## src/rtl/hilbert_pkg.sv

```systemverilog
// ---------------------------------------------------------------------------
// hilbert_pkg
// Shared constants and helpers for the multi-channel Hilbert IQ converter.
//   chw_of(ch)          : channel tag width, never narrower than one bit
//   accw_of(dw, cw)     : accumulator width for the odd-tap product sum
//   taps_legal(taps)    : odd length whose centre offset is itself odd
//   hilbert_coef(t, k)  : Q8 coefficient C[k] for odd k <= (t-1)/2
//   coef_abs_sum(t)     : sum of |C[k]|, kept below 2^FRAC so the
//                         rounded output always fits in DW+1 bits
// ---------------------------------------------------------------------------
package hilbert_pkg;

    function automatic int chw_of(input int ch);
        return (ch <= 2) ? 1 : $clog2(ch);
    endfunction

    function automatic int accw_of(input int dw, input int cw);
        return dw + cw + 4;
    endfunction

    function automatic bit taps_legal(input int taps);
        return (taps >= 3) && ((taps % 2) == 1) && ((((taps - 1) / 2) % 2) == 1);
    endfunction

    // Windowed ideal Hilbert taps 2/(pi*k), quantised to Q8. Only odd k
    // carry weight; the antisymmetry is applied by the datapath, so only
    // one side of the impulse response is stored.
    function automatic int hilbert_coef(input int taps, input int k);
        int c;
        c = 0;
        case (taps)
            3: begin
                if (k == 1) c = 128;
            end
            7: begin
                case (k)
                    1:       c = 160;
                    3:       c = 61;
                    default: c = 0;
                endcase
            end
            11: begin
                case (k)
                    1:       c = 163;
                    3:       c = 62;
                    5:       c = 25;
                    default: c = 0;
                endcase
            end
            default: c = 0;
        endcase
        return c;
    endfunction

    function automatic int coef_abs_sum(input int taps);
        int s;
        int v;
        s = 0;
        for (int k = 1; k <= (taps - 1) / 2; k += 2) begin
            v = hilbert_coef(taps, k);
            s += (v < 0) ? -v : v;
        end
        return s;
    endfunction

endpackage

```

## src/rtl/hilbert_chan_mem.sv

```systemverilog
// ---------------------------------------------------------------------------
// hilbert_chan_mem
// CH x TAPS delay-line store. Every cycle the line of channel 'ch' is read,
// shifted by one with 'x' entering at d[0] (or with the old contents
// dropped when 'clear' is high) and presented on 'shifted'. When 'wr_en'
// is high the shifted line is written back.
// The write-back goes through a one-entry staging register before it lands
// in the array, so a same-channel sample on the very next cycle is served
// from the staging register instead of the not-yet-updated array.
//   clock, reset_n : clock, synchronous active-low reset (clears all lines)
//   wr_en          : accept the sample (channel already range checked)
//   clear          : treat the old line as all zero
//   ch, x          : channel and sample
//   shifted        : d[0..TAPS-1] of 'ch' including the new sample
// ---------------------------------------------------------------------------
module hilbert_chan_mem #(
    parameter int DW   = 12,
    parameter int CH   = 4,
    parameter int TAPS = 7,
    parameter int CHW  = 2
) (
    input  logic                       clock,
    input  logic                       reset_n,
    input  logic                       wr_en,
    input  logic                       clear,
    input  logic [CHW-1:0]             ch,
    input  logic [DW-1:0]              x,
    output logic [TAPS-1:0][DW-1:0]    shifted
);

    logic [TAPS-1:0][DW-1:0] mem [CH];
    logic                    wb_valid;
    logic [CHW-1:0]          wb_ch;
    logic [TAPS-1:0][DW-1:0] wb_line;
    logic [TAPS-1:0][DW-1:0] cur;
    logic                    unused_oldest;

    // Pick the freshest copy of the channel's line: the staged write-back
    // if it belongs to this channel, otherwise the array. Then shift in x.
    always_comb begin
        cur = '0;
        if (wb_valid && (wb_ch == ch)) begin
            cur = wb_line;
        end else if (32'(ch) < CH) begin
            cur = mem[ch];
        end
        shifted    = '0;
        shifted[0] = x;
        for (int i = 1; i < TAPS; i++) begin
            shifted[i] = clear ? '0 : cur[i-1];
        end
    end

    // The oldest sample falls off the end of the line by design.
    assign unused_oldest = ^cur[TAPS-1];

    // Commit last cycle's staged line to the array and stage the new one.
    // Reset wipes both, which also drops any write still in flight.
    always_ff @(posedge clock) begin
        if (!reset_n) begin
            for (int c = 0; c < CH; c++) begin
                mem[c] <= '0;
            end
            wb_valid <= 1'b0;
            wb_ch    <= '0;
            wb_line  <= '0;
        end else begin
            if (wb_valid) begin
                mem[wb_ch] <= wb_line;
            end
            wb_valid <= wr_en;
            if (wr_en) begin
                wb_ch   <= ch;
                wb_line <= shifted;
            end
        end
    end

endmodule

```

## src/rtl/hilbert_iq_mc.sv

```systemverilog
// ---------------------------------------------------------------------------
// hilbert_iq_mc
// Time-multiplexed real-to-analytic converter. Each channel runs an odd
// antisymmetric FIR Hilbert transformer; Re is the centre tap so it is
// group-delay aligned with Im. Fixed latency of two clocks, one sample per
// clock, no backpressure.
//   clock, reset_n  : clock, synchronous active-low reset
//   in_valid        : sample strobe
//   in_ch           : channel of in_x (codes >= CH are dropped)
//   in_x            : signed sample, DW bits
//   ch_clear        : with in_valid, zero in_ch's line before writing in_x
//   out_valid       : one-cycle result strobe
//   out_ch          : channel of the result
//   out_re, out_im  : signed DW+1 bit results, held while out_valid is low
// Build option HILBERT_FILL_MASK_EN: suppress results until a channel has
// taken TAPS samples since reset or its last clear.
// ---------------------------------------------------------------------------
module hilbert_iq_mc
    import hilbert_pkg::*;
#(
    parameter int DW   = 12,
    parameter int CH   = 4,
    parameter int TAPS = 7,
    parameter int CW   = 9,
    parameter int FRAC = 8
) (
    input  logic                       clock,
    input  logic                       reset_n,
    input  logic                       in_valid,
    input  logic [chw_of(CH)-1:0]      in_ch,
    input  logic signed [DW-1:0]       in_x,
    input  logic                       ch_clear,
    output logic                       out_valid,
    output logic [chw_of(CH)-1:0]      out_ch,
    output logic signed [DW:0]         out_re,
    output logic signed [DW:0]         out_im
);

    localparam int CHW  = chw_of(CH);
    localparam int C    = (TAPS - 1) / 2;
    localparam int NK   = (C + 1) / 2;
    localparam int PW   = DW + 1 + CW;
    localparam int ACCW = accw_of(DW, CW);
    localparam logic signed [ACCW-1:0] HALF = ACCW'(2 ** (FRAC - 1));

    if (!taps_legal(TAPS)) begin : g_bad_taps
        $error("hilbert_iq_mc: TAPS must be odd with an odd centre offset");
    end
    if (hilbert_coef(TAPS, 1) == 0) begin : g_no_table
        $error("hilbert_iq_mc: no coefficient table for this TAPS");
    end
    if (coef_abs_sum(TAPS) >= (2 ** FRAC)) begin : g_coef_sum
        $error("hilbert_iq_mc: coefficient magnitude sum could overflow");
    end

    logic                    accept;
    logic                    emit;
    logic [TAPS-1:0][DW-1:0] shifted;
    logic                    unused_taps;

    assign accept = in_valid && (32'(in_ch) < CH);

    hilbert_chan_mem #(
        .DW   (DW),
        .CH   (CH),
        .TAPS (TAPS),
        .CHW  (CHW)
    ) u_mem (
        .clock   (clock),
        .reset_n (reset_n),
        .wr_en   (accept),
        .clear   (ch_clear),
        .ch      (in_ch),
        .x       (in_x),
        .shifted (shifted)
    );

    // Even-offset taps other than the centre carry zero weight.
    assign unused_taps = ^shifted;

`ifdef HILBERT_FILL_MASK_EN
    localparam int FW = $clog2(TAPS + 1);
    logic [FW-1:0] fill [CH];
    logic [FW-1:0] fill_cur;
    logic [FW-1:0] fill_next;

    // A clear restarts the count, and the clearing sample is the first one
    // of the new fill. Only the sample that completes the fill, and every
    // one after it, is allowed to emit.
    always_comb begin
        fill_cur  = ch_clear ? '0 : fill[in_ch];
        fill_next = (fill_cur == FW'(TAPS)) ? fill_cur : fill_cur + FW'(1);
        emit      = accept && (fill_next == FW'(TAPS));
    end

    // Per-channel saturating fill counters.
    always_ff @(posedge clock) begin
        if (!reset_n) begin
            for (int c = 0; c < CH; c++) begin
                fill[c] <= '0;
            end
        end else if (accept) begin
            fill[in_ch] <= fill_next;
        end
    end
`else
    assign emit = accept;
`endif

    logic signed [PW-1:0] prod_c [NK];
    logic signed [PW-1:0] prod_q [NK];

    for (genvar j = 0; j < NK; j++) begin : g_tap
        localparam int K = 2 * j + 1;
        localparam logic signed [CW-1:0] COEF = CW'(hilbert_coef(TAPS, K));
        logic signed [DW:0]   diff;
        logic signed [PW-1:0] diff_x;
        logic signed [PW-1:0] coef_x;
        assign diff      = $signed({shifted[C+K][DW-1], shifted[C+K]})
                         - $signed({shifted[C-K][DW-1], shifted[C-K]});
        assign diff_x    = {{(PW-DW-1){diff[DW]}}, diff};
        assign coef_x    = {{(PW-CW){COEF[CW-1]}}, COEF};
        assign prod_c[j] = diff_x * coef_x;
    end

    logic                s1_valid;
    logic [CHW-1:0]      s1_ch;
    logic [DW-1:0]       s1_re;

    // First pipeline register: tap-pair products plus the centre sample
    // and tag that travel alongside them.
    always_ff @(posedge clock) begin
        if (!reset_n) begin
            s1_valid <= 1'b0;
            s1_ch    <= '0;
            s1_re    <= '0;
            for (int j = 0; j < NK; j++) begin
                prod_q[j] <= '0;
            end
        end else begin
            s1_valid <= emit;
            if (accept) begin
                s1_ch <= in_ch;
                s1_re <= shifted[C];
                for (int j = 0; j < NK; j++) begin
                    prod_q[j] <= prod_c[j];
                end
            end
        end
    end

    logic signed [ACCW-1:0] acc;
    logic signed [ACCW-1:0] biased;
    logic signed [DW:0]     im_round;

    // Sum the products and round half-up back to sample scale. The
    // coefficient bound keeps the result inside DW+1 bits, so the
    // truncation below never discards significant bits.
    always_comb begin
        acc = '0;
        for (int j = 0; j < NK; j++) begin
            acc = acc + {{(ACCW-PW){prod_q[j][PW-1]}}, prod_q[j]};
        end
        biased   = acc + HALF;
        im_round = (DW+1)'(biased >>> FRAC);
    end

    // Output register: strobe for one cycle, data held between results.
    always_ff @(posedge clock) begin
        if (!reset_n) begin
            out_valid <= 1'b0;
            out_ch    <= '0;
            out_re    <= '0;
            out_im    <= '0;
        end else begin
            out_valid <= s1_valid;
            if (s1_valid) begin
                out_ch <= s1_ch;
                out_re <= {s1_re[DW-1], s1_re};
                out_im <= im_round;
            end
        end
    end

endmodule

```

## config.mk

```make
export PLATFORM = sky130hd
export DESIGN_NAME = hilbert_iq_mc
export DESIGN_NICKNAME = d
export VERILOG_FILES = /design/src/rtl/hilbert_pkg.sv /design/src/rtl/hilbert_chan_mem.sv /design/src/rtl/hilbert_iq_mc.sv
export SDC_FILE = /design/constraint.sdc
export NUM_CORES = 1
export LEC_CHECK = 0
export ABC_CLOCK_PERIOD_IN_PS = 7600
export CAP_MARGIN = 30
export CORE_ASPECT_RATIO = 1.25
export CORE_UTILIZATION = 25
export DETAILED_ROUTE_END_ITERATION = 16
export PLACE_DENSITY = 0.43
export RECOVER_POWER = 50
export SLEW_MARGIN = 0
export SYNTH_ARGS = -nofsm -noshare
export SYNTH_HDL_FRONTEND = slang
export SYNTH_SLANG_ARGS = --single-unit
```

## constraint.sdc

```tcl
create_clock -name clock -period 7.6 [get_ports clock]
set_input_delay 1.52 -clock clock [delete_from_list [all_inputs] [get_ports clock]]
set_output_delay 1.52 -clock clock [all_outputs]
set_load 0.03 [all_outputs]
```

* Word-level counts from Yosys, hierarchy flattened
Memories as Yosys holds them, arrays and structs flattened.
Cells that the tools add are included.
** Operators by class
- Bitwise operators :: 2
- Equality and inequality tests :: 1
- Add/subtract/negate cells :: 4
- Multipliers :: 2
- Reductions and logical operators :: 2
- Multiplexer cells :: 19
** Operator list (count)
- 84-bit 2-to-1 mux :: 1
- 84-bit OR reduction :: 1
- 12-bit 2-to-1 mux :: 6
- 72-bit 2-to-1 mux :: 1
- 22-bit 2-to-1 mux :: 2
- 12-bit by 12-bit subtractor with 13-bit output :: 2
- 21-bit adder :: 1
- 21-bit by 9-bit adder with 21-bit output, second input constant :: 1
- 13-bit by 7-bit multiplier with 20-bit output, second input constant :: 1
- 13-bit by 4-bit multiplier with 17-bit output, second input constant :: 1
- 1-bit 2-to-1 mux :: 8
- 2-bit == test :: 1
- 2-bit 2-to-1 mux :: 1
- 1-bit bitwise OR :: 2
- 1-bit logical AND :: 1
** Word-level totals
- Memories :: 2
- Logic and storage cells :: 45
- Bits in writable memories :: 380
- Input port bits :: 18
- Output and inout port bits :: 29
- Register bits after elaboration :: 115
** Memories
- u_mem.mem :: depth 4, bits a word 84, read ports 1, clocked after Yosys merged registers in 0, wr ports 4, line hilbert_chan_mem.sv:31 : logic [TAPS-1:0][DW-1:0] mem [CH];
- prod_q :: depth 2, bits a word 22, read ports 2, clocked after Yosys merged registers in 0, wr ports 2, line hilbert_iq_mc.sv:111 : logic signed [PW-1:0] prod_q [NK];

* Logic depth before layout (Yosys ltp)
Gate-level depths: netlist of run 1.
- Word-level depth :: 7
- Depth in mapped cells :: 30
- Gate-level depth less buffers :: 27

* Modules after synthesis
From an unflattened synthesis of run 1, not the netlist that was laid out.
** Second synthesis, totals
- Cells, all modules :: 2031
- Area total of the unflattened synthesis :: 23880.4 um^2
** Modules (own cells, without submodules)
- hilbert_chan_mem :: instances 1, area an instance 16846.2 um^2, cells each 1302, seq. area each 10149.7 um^2
- hilbert_iq_mc :: instances 1, area an instance 7034.2 um^2, cells each 729, seq. area each 1791.7 um^2

* Worst setup path before layout of run 1
No wires, ideal clock.
- Kind :: in2reg
- Start :: input port in_ch[0]
- End :: memory prod_q[0][39] (netlist bit) (data pin)
- Arrival :: 7.381 ns
- Data required time :: 7.334 ns
- Library setup time :: 0.266 ns
- Buffers on the path :: 3
- Setup slack :: -0.047 ns
- Stages :: 28
- Path through :: buf_4 buf_4 buf_4 mux4_2 nand2_1 a21o_1 ha_1 inv_1 fa_1 a211oi_1 o21ai_1 a31o_2 a21oi_1 xnor2_1 ha_1 xor2_1 ha_1 fa_1 inv_1 fa_1 inv_1 ha_1 a21oi_1 o21ai_0 o31ai_1 o21ai_0 xnor2_1 nor2_1
** RTL lines
- start: declaration :: line hilbert_iq_mc.sv:30 : input logic [chw_of(CH)-1:0] in_ch,
- end: declaration :: line hilbert_iq_mc.sv:111

==> impl_metrics.json, run 1 <==
{
  "slew_headroom_pct": -42.20,
  "regArea_sq_mm": 0.01164,
  "r2r-start": "u_mem.wb_ch[0]",
  "drv_slew": 203,
  "placed_area_sq_mm": 0.02451,
  "n_antenna_cell": 0,
  "async_flop_share_pct": 0,
  "cpPeakStageDelay_ns": 0.50,
  "drt_wl_total_um": 63040,
  "setup_tns_ns": 0,
  "synth_edf_count": 319,
  "die_h_um": 334.6,
  "cpMaxStageDelayCell": "fa_1",
  "drt_first_pass_iters": 5,
  "cts_buffers": 47,
  "crit_type": "in -> reg",
  "required_ns": 7.93,
  "maxCapViolCount": 7,
  "critPathLaunchType": "input pin",
  "grt_setup_unrepaired": "false",
  "clk_pin_slew_ns": 0.06,
  "post-route-period-util_pct": 93.70,
  "ys_ff_latch": 422,
  "cp_max_fo": 6,
  "grt_pass1_wl_um": 94960,
  "clock_latency_ns": 0.60,
  "cts_sinks": 422,
  "max_slew.worst_pin.slew_ns": 2.133,
  "period_minus_slack_ns": 7.121,
  "cts_hold_buf": 0,
  "final_cell_mix": "edfxtp_1 (319), and2_1 (170), nand2_1 (141)",
  "hpwl_um": 40390,
  "cts_setup_buffers": 0,
  "violations": "capacitance limit, slew limit",
  "syn_to_final_growth_pct": 17.28,
  "layout.nets": 2062,
  "postSynthNetCount": 1961,
  "reg2reg_slack_ns": 1.25,
  "routabilityCongestion": 0.7905,
  "io_buffers": 46,
  "gr-total-overflow": 0,
  "dr_total_vias": 14100,
  "multiInputGateArea_sq_mm": 0.009687,
  "grt.total_usage_pct": 14.14,
  "cts_buffer_depth": 3,
  "syn_area_per_cell_sq_um": 12.30,
  "clk_root_buffer_cell": "clkbuf_16",
  "drtIter0Drc": 671,
  "endpoint": "prod_q[0][39]",
  "r2r_cells": 25,
  "layout-drive-gt1-share_pct": 13.47,
  "grt_pass1_vias": 14960,
  "skew_ns": 0.03522,
  "synthCells": 1798,
  "num-fill-cells": 8917,
  "start_util_pct": 25.32,
  "dieArea_sq_mm": 0.08968,
  "end_kind": "register",
  "grt_max_degree": 59,
  "synthFlopType": "edfxtp_1",
  "core-area_sq_mm": 0.08736,
  "fmax_mhz": 140.4,
  "die_x_um": 268.0,
  "peakVddDrop_mv": 0.2754,
  "h-tree-depth": 2,
  "ys_warn_count": 0,
  "post_drt_wl_per_cell_um": 20.30,
  "io_pins": 47,
  "cts_tree": "built",
  "r2r_end": "prod_q[0][39]",
  "power_leakage_nw": 10.60,
  "final_common_cell": "edfxtp_1",
  "powerDensity_mw_per_mm2": 360.0,
  "synth_area_sq_mm": 0.02212,
  "synth_cell_type_count": 64,
  "hold_class": "reg -> reg",
  "cts_resized": 0,
  "status": "finished with violations",
  "timing.critical_path.from": "in_ch[0]",
  "antenna_found_initial": 1,
  "post-route-drc-count": 0,
  "detail-route-antenna-nets": 0,
  "critPathArrivalTime_ns": 7.45,
  "fp-row-count": 121,
  "finalSetupViolCount": 0,
  "yosysSeqAreaShare_pct": 52.63,
  "vias_per_cell": 4.539,
  "final_area_sq_mm": 0.02594,
  "final_hold_viol_count": 0
}
layout make-up:
cell class	count	share of cell area (%)
clock buffers	69	5.243
clock inverters	19	0.6077
inverters	100	1.447
multi-input cells	1175	37.34
flip-flops and latches	422	44.89
well taps	1168	5.634
repair buffers	153	4.838
per-layer routing:
metal  GRT usage, %  part of all wire [%]
met5              0                     0
met4          3.696                   2.0
met3          1.770                   3.1
met2          24.97                    50
met1          18.00                    45
report_power, final:
part | total [mW] | switching, mW | leakage [nW] | internal (mW)
Sequential | 2.77 | 0.0877 | 4.17 | 2.69
Combinational | 4.31 | 2.25 | 5.69 | 2.06
Clock | 2.26 | 0.974 | 0.747 | 1.28
Total | 9.34 | 3.31 | 10.6 | 6.03
worst min-delay path by stage:
stage / slack, ns / startpoint / cells after the start / end
2_1_floorplan: 0.46 / u_mem.wb_line[30] / 2 / u_mem.wb_line[30]
3_3_place_gp: 0.48 / out_im[4] / 2 / out_im[4]
3_5_place_dp: 0.46 / out_im[7] / 2 / out_im[7]
4_1_cts: 0.48 / out_im[7] / 2 / out_im[7]
5_1_grt: 0.50 / out_im[7] / 2 / out_im[7]
6_report: 0.47 / out_im[7] / 2 / out_im[7]
critical path, delay by kind of cell:
family	cells	cell delay [ns]
AOI/OAI and AO/OA	8	1.80
xor gates and xnor gates	3	0.63
buffers and inverters	4	0.45
and+or+nand+nor	5	0.66
adders and majority gates	6	2.38
kinds of logic (layout without fill, tap and decap cells):
family | after synthesis | in the layout | share of synthesized area [%]
adders and majority gates | 145 | 145 | 9.356
AOI/OAI and AO/OA | 229 | 229 | 6.669
and+or+nand+nor | 599 | 599 | 14.76
muxes | 144 | 144 | 10.60
DFF | 422 | 422 | 52.63
xor gates and xnor gates | 58 | 58 | 2.297
buffers and inverters | 201 | 341 | 3.688
cell usage after synthesis (4+ instances only):
master | number | area [sq um]
xor2_1 | 23 | 201.4
a21oi_1 | 49 | 245.2
o21ai_0 | 66 | 330.3
a22o_1 | 12 | 105.1
o21bai_1 | 7 | 52.55
fa_1 | 34 | 680.7
nor2_1 | 49 | 183.9
edfxtp_1 | 319 | 9579
a211oi_1 | 8 | 60.06
o21ai_1 | 9 | 45.04
xnor2_1 | 35 | 306.5
nand2b_1 | 9 | 56.30
o211ai_1 | 5 | 37.54
buf_4 | 10 | 75.07
and3_1 | 86 | 538.0
dfxtp_1 | 103 | 2062
and2_1 | 216 | 1351
a31oi_1 | 8 | 50.05
inv_1 | 100 | 375.4
mux2i_1 | 70 | 700.7
mux4_2 | 72 | 1622
buf_1 | 5 | 18.77
buf_2 | 19 | 95.09
nand2_1 | 142 | 533.0
clkbuf_1 | 67 | 251.5
or3_1 | 4 | 25.02
ha_1 | 111 | 1389
nor3_1 | 16 | 80.08
o21a_1 | 8 | 60.06
a21o_1 | 27 | 202.7
nor2b_1 | 49 | 306.5
nand3_1 | 11 | 55.05
per-stage QoR:
| stage | utilization (%) | instances | hold slack [ns] | power (mW) | worst slack [ns] |
|---|---|---|---|---|---|
| finish | 29.70 | 3106 | 0.4741 | 9.339 | 0.4787 |
| CTS | 29.79 | 3106 | 0.4801 | 9.506 | 0.4900 |
| detailed placement | 28.06 | 3018 | 0.4630 | 7.200 | -0.1284 |
| global placement | 27.99 | 3016 | 0.4786 | 7.211 | -0.1301 |
| floorplan | - | 1798 | 0.4622 | 5.703 | 0.002392 |
| global route | 29.70 | 3106 | 0.5006 | 10.06 | 0.08798 |
flip-flops by register name (all words and copies together) (netlist names):
register and count:
out_re 12, out_ch 2, u_mem.mem 288, u_mem.wb_line 72
out_valid 1, u_mem.wb_ch 2, out_im 13, prod_q 31
u_mem.wb_valid 1
Power figures use the tool's default switching activity.
==> inputs of run 2 (changes only) <==
Settings changed: HOLD_SLACK_MARGIN set to 0.1.
==> results of run 2 <==
The final DEF is identical to that of run 1; final timing and power are the same.
==> inputs of run 3 (changes only) <==
--- a/config.mk
+++ b/config.mk
@@ -15,2 +15,3 @@
 export RECOVER_POWER = 50
+export REMOVE_ABC_BUFFERS = 1
 export SLEW_MARGIN = 0
--- a/constraint.sdc
+++ b/constraint.sdc
@@ -3,2 +3,2 @@
 set_output_delay 1.52 -clock clock [all_outputs]
-set_load 0.03 [all_outputs]
+set_load 0.1 [all_outputs]
==> run 3 against run 2 <==
Sequential power about the same; clock skew is essentially flat; first-iteration DRC count rose by 35%; register-to-register slack got worse by 0.32 ns; largest power group unchanged; clock power grew 7%; hold slack worse by 0.020 ns; the run still ends with capacitance limit, slew limit left; combinational power rose by 1%; highest routed layer unchanged; cell count is 0.32% lower.
==> impl_metrics.json, run 3 (same netlist as run 1, synthesis figures left out) <==
{
  "n_antenna_cell": 0,
  "fp-row-count": 121,
  "drt_wl_total_um": 62540,
  "start_util_pct": 25.32,
  "num-fill-cells": 8949,
  "period_minus_slack_ns": 7.122,
  "final_common_cell": "edfxtp_1",
  "drtIter0Drc": 907,
  "dp_cells": 3002,
  "die_x_um": 268.0,
  "final_cell_mix": "edfxtp_1 (319), and2_1 (216), nand2_1 (142)",
  "cpLargestDelayFamily": "adder cells",
  "io_pins": 47,
  "setup_tns_ns": 0,
  "post-route-period-util_pct": 93.71,
  "power_leakage_nw": 10.65,
  "status": "finished with violations",
  "clk_root_buffer_cell": "clkbuf_16",
  "utilization_pct": 29.76,
  "syn_to_final_growth_pct": 17.54,
  "peakVddDrop_mv": 0.3177,
  "routabilityCongestion": 0.7970,
  "die_h_um": 334.6,
  "cts_sinks": 422,
  "largest_register": "u_mem.mem",
  "layout-drive-gt1-share_pct": 13.17,
  "grt.total_usage_pct": 14.17,
  "layout.nets": 2049,
  "clk_pin_slew_ns": 0.05,
  "largest_register_ffs": 288,
  "reg.largest.list": "u_mem.mem (288), u_mem.wb_line (72), prod_q (31)",
  "slew_headroom_pct": -118.2,
  "max_slew.worst_pin.slew_ns": 3.274,
  "h-tree-depth": 2,
  "post_drt_wl_per_cell_um": 20.20,
  "end_kind": "register",
  "grt_setup_unrepaired": "false",
  "cts_buffers": 50,
  "grt_max_degree": 73,
  "dieArea_sq_mm": 0.08968,
  "required_ns": 7.90,
  "critPathLaunchType": "input pin",
  "post-route-drc-count": 0,
  "skew_ns": 0.03512,
  "hold_class": "reg -> reg",
  "core-area_sq_mm": 0.08736,
  "drv_slew": 514,
  "fmax_mhz": 140.4,
  "detail-route-antenna-nets": 0,
  "gr-total-overflow": 0,
  "cts_resized": 0,
  "antenna_found_initial": 2,
  "clock_latency_ns": 0.61,
  "cpMaxStageDelayCell": "fa_1",
  "cpPeakStageDelay_ns": 0.54,
  "critPathArrivalTime_ns": 7.42,
  "grt_pass1_vias": 14790,
  "violations": "capacitance limit, slew limit",
  "holdWs_ns": 0.4539,
  "crit_type": "in -> reg",
  "finalSetupViolCount": 0,
  "maxCapViolCount": 9,
  "cts_tree": "built",
  "cts_buffer_depth": 3,
  "vias_per_cell": 4.534,
  "dr_total_vias": 14040,
  "final_hold_viol_count": 0,
  "hpwl_um": 38750,
  "layout.cells.non_filler": 3096,
  "io_buffers": 46,
  "grt_pass1_wl_um": 94420,
  "path_buf_inv": 8,
  "cts_hold_buf": 0,
  "cp_max_fo": 16,
  "cts_setup_buffers": 0,
  "drt_first_pass_iters": 4,
  "powerDensity_mw_per_mm2": 367.4
}
run 3: final timing paths:
check / slack [ns] / depth (start not counted) / from / endpoint
worst max-delay path: 0.48 / 28 / in_ch[1] / prod_q[0][39]
worst min-delay path: 0.45 / 2 / out_im[7] / out_im[7]
worst max register to register: 0.93 / 29 / u_mem.wb_ch[1] / prod_q[0][39]
worst min register to register: 0.45 / 2 / out_im[7] / out_im[7]
run 3: layer usage:
| metal | global-route usage (%) | up-vias | part of all wire (%) | wire length (um) |
|---|---|---|---|---|
| met5 | 0 | - | 0 | 0 |
| li1 | - | 6630 | - | - |
| met3 | 1.953 | 70 | 3.4 | 2133 |
| met1 | 17.45 | 7100 | 42 | 26540 |
| met2 | 25.79 | 237 | 52 | 32660 |
| met4 | 3.295 | 0 | 1.9 | 1199 |
run 3: power by group:
group / internal (mW) / total (mW) / switching [mW]
clock: 1.42 / 2.42 / 1.00
combinational: 2.01 / 4.36 / 2.35
sequential: 2.69 / 2.78 / 0.0887
run 3: stage by stage:
stage	cell area [sq um]	total power [mW]	worst slack (ns)
floorplan	21680	5.776	-2.091
global placement	24370	7.246	-0.1928
detailed placement	24420	7.257	-0.1741
CTS	26080	9.716	0.4383
global route	26000	10.33	0.01619
finish	26000	9.553	0.4778
run 3: area by class of cell:
| class | count | area, sq um | share of cell area, % |
|---|---|---|---|
| Clock buffer | 76 | 1440 | 5.540 |
| Inverter | 100 | 375.4 | 1.444 |
| Sequential cell | 422 | 11640 | 44.79 |
| Multi-Input combinational cell | 1175 | 9688 | 37.27 |
| Clock inverter | 18 | 220.2 | 0.8471 |
| Tap cell | 1168 | 1461 | 5.621 |
| Timing Repair Buffer | 137 | 1167 | 4.490 |
run 3: worst reg2reg max path, delay by kind of cell (launching register included):
kind                       cells  cell delay [ns]
adders and majority gates      6             2.26
AOI/OAI and AO/OA              6             1.10
and+or+nand+nor                7             1.03
buffers and inverters          7             0.70
xor gates and xnor gates       3             0.65
DFF                            1             0.60
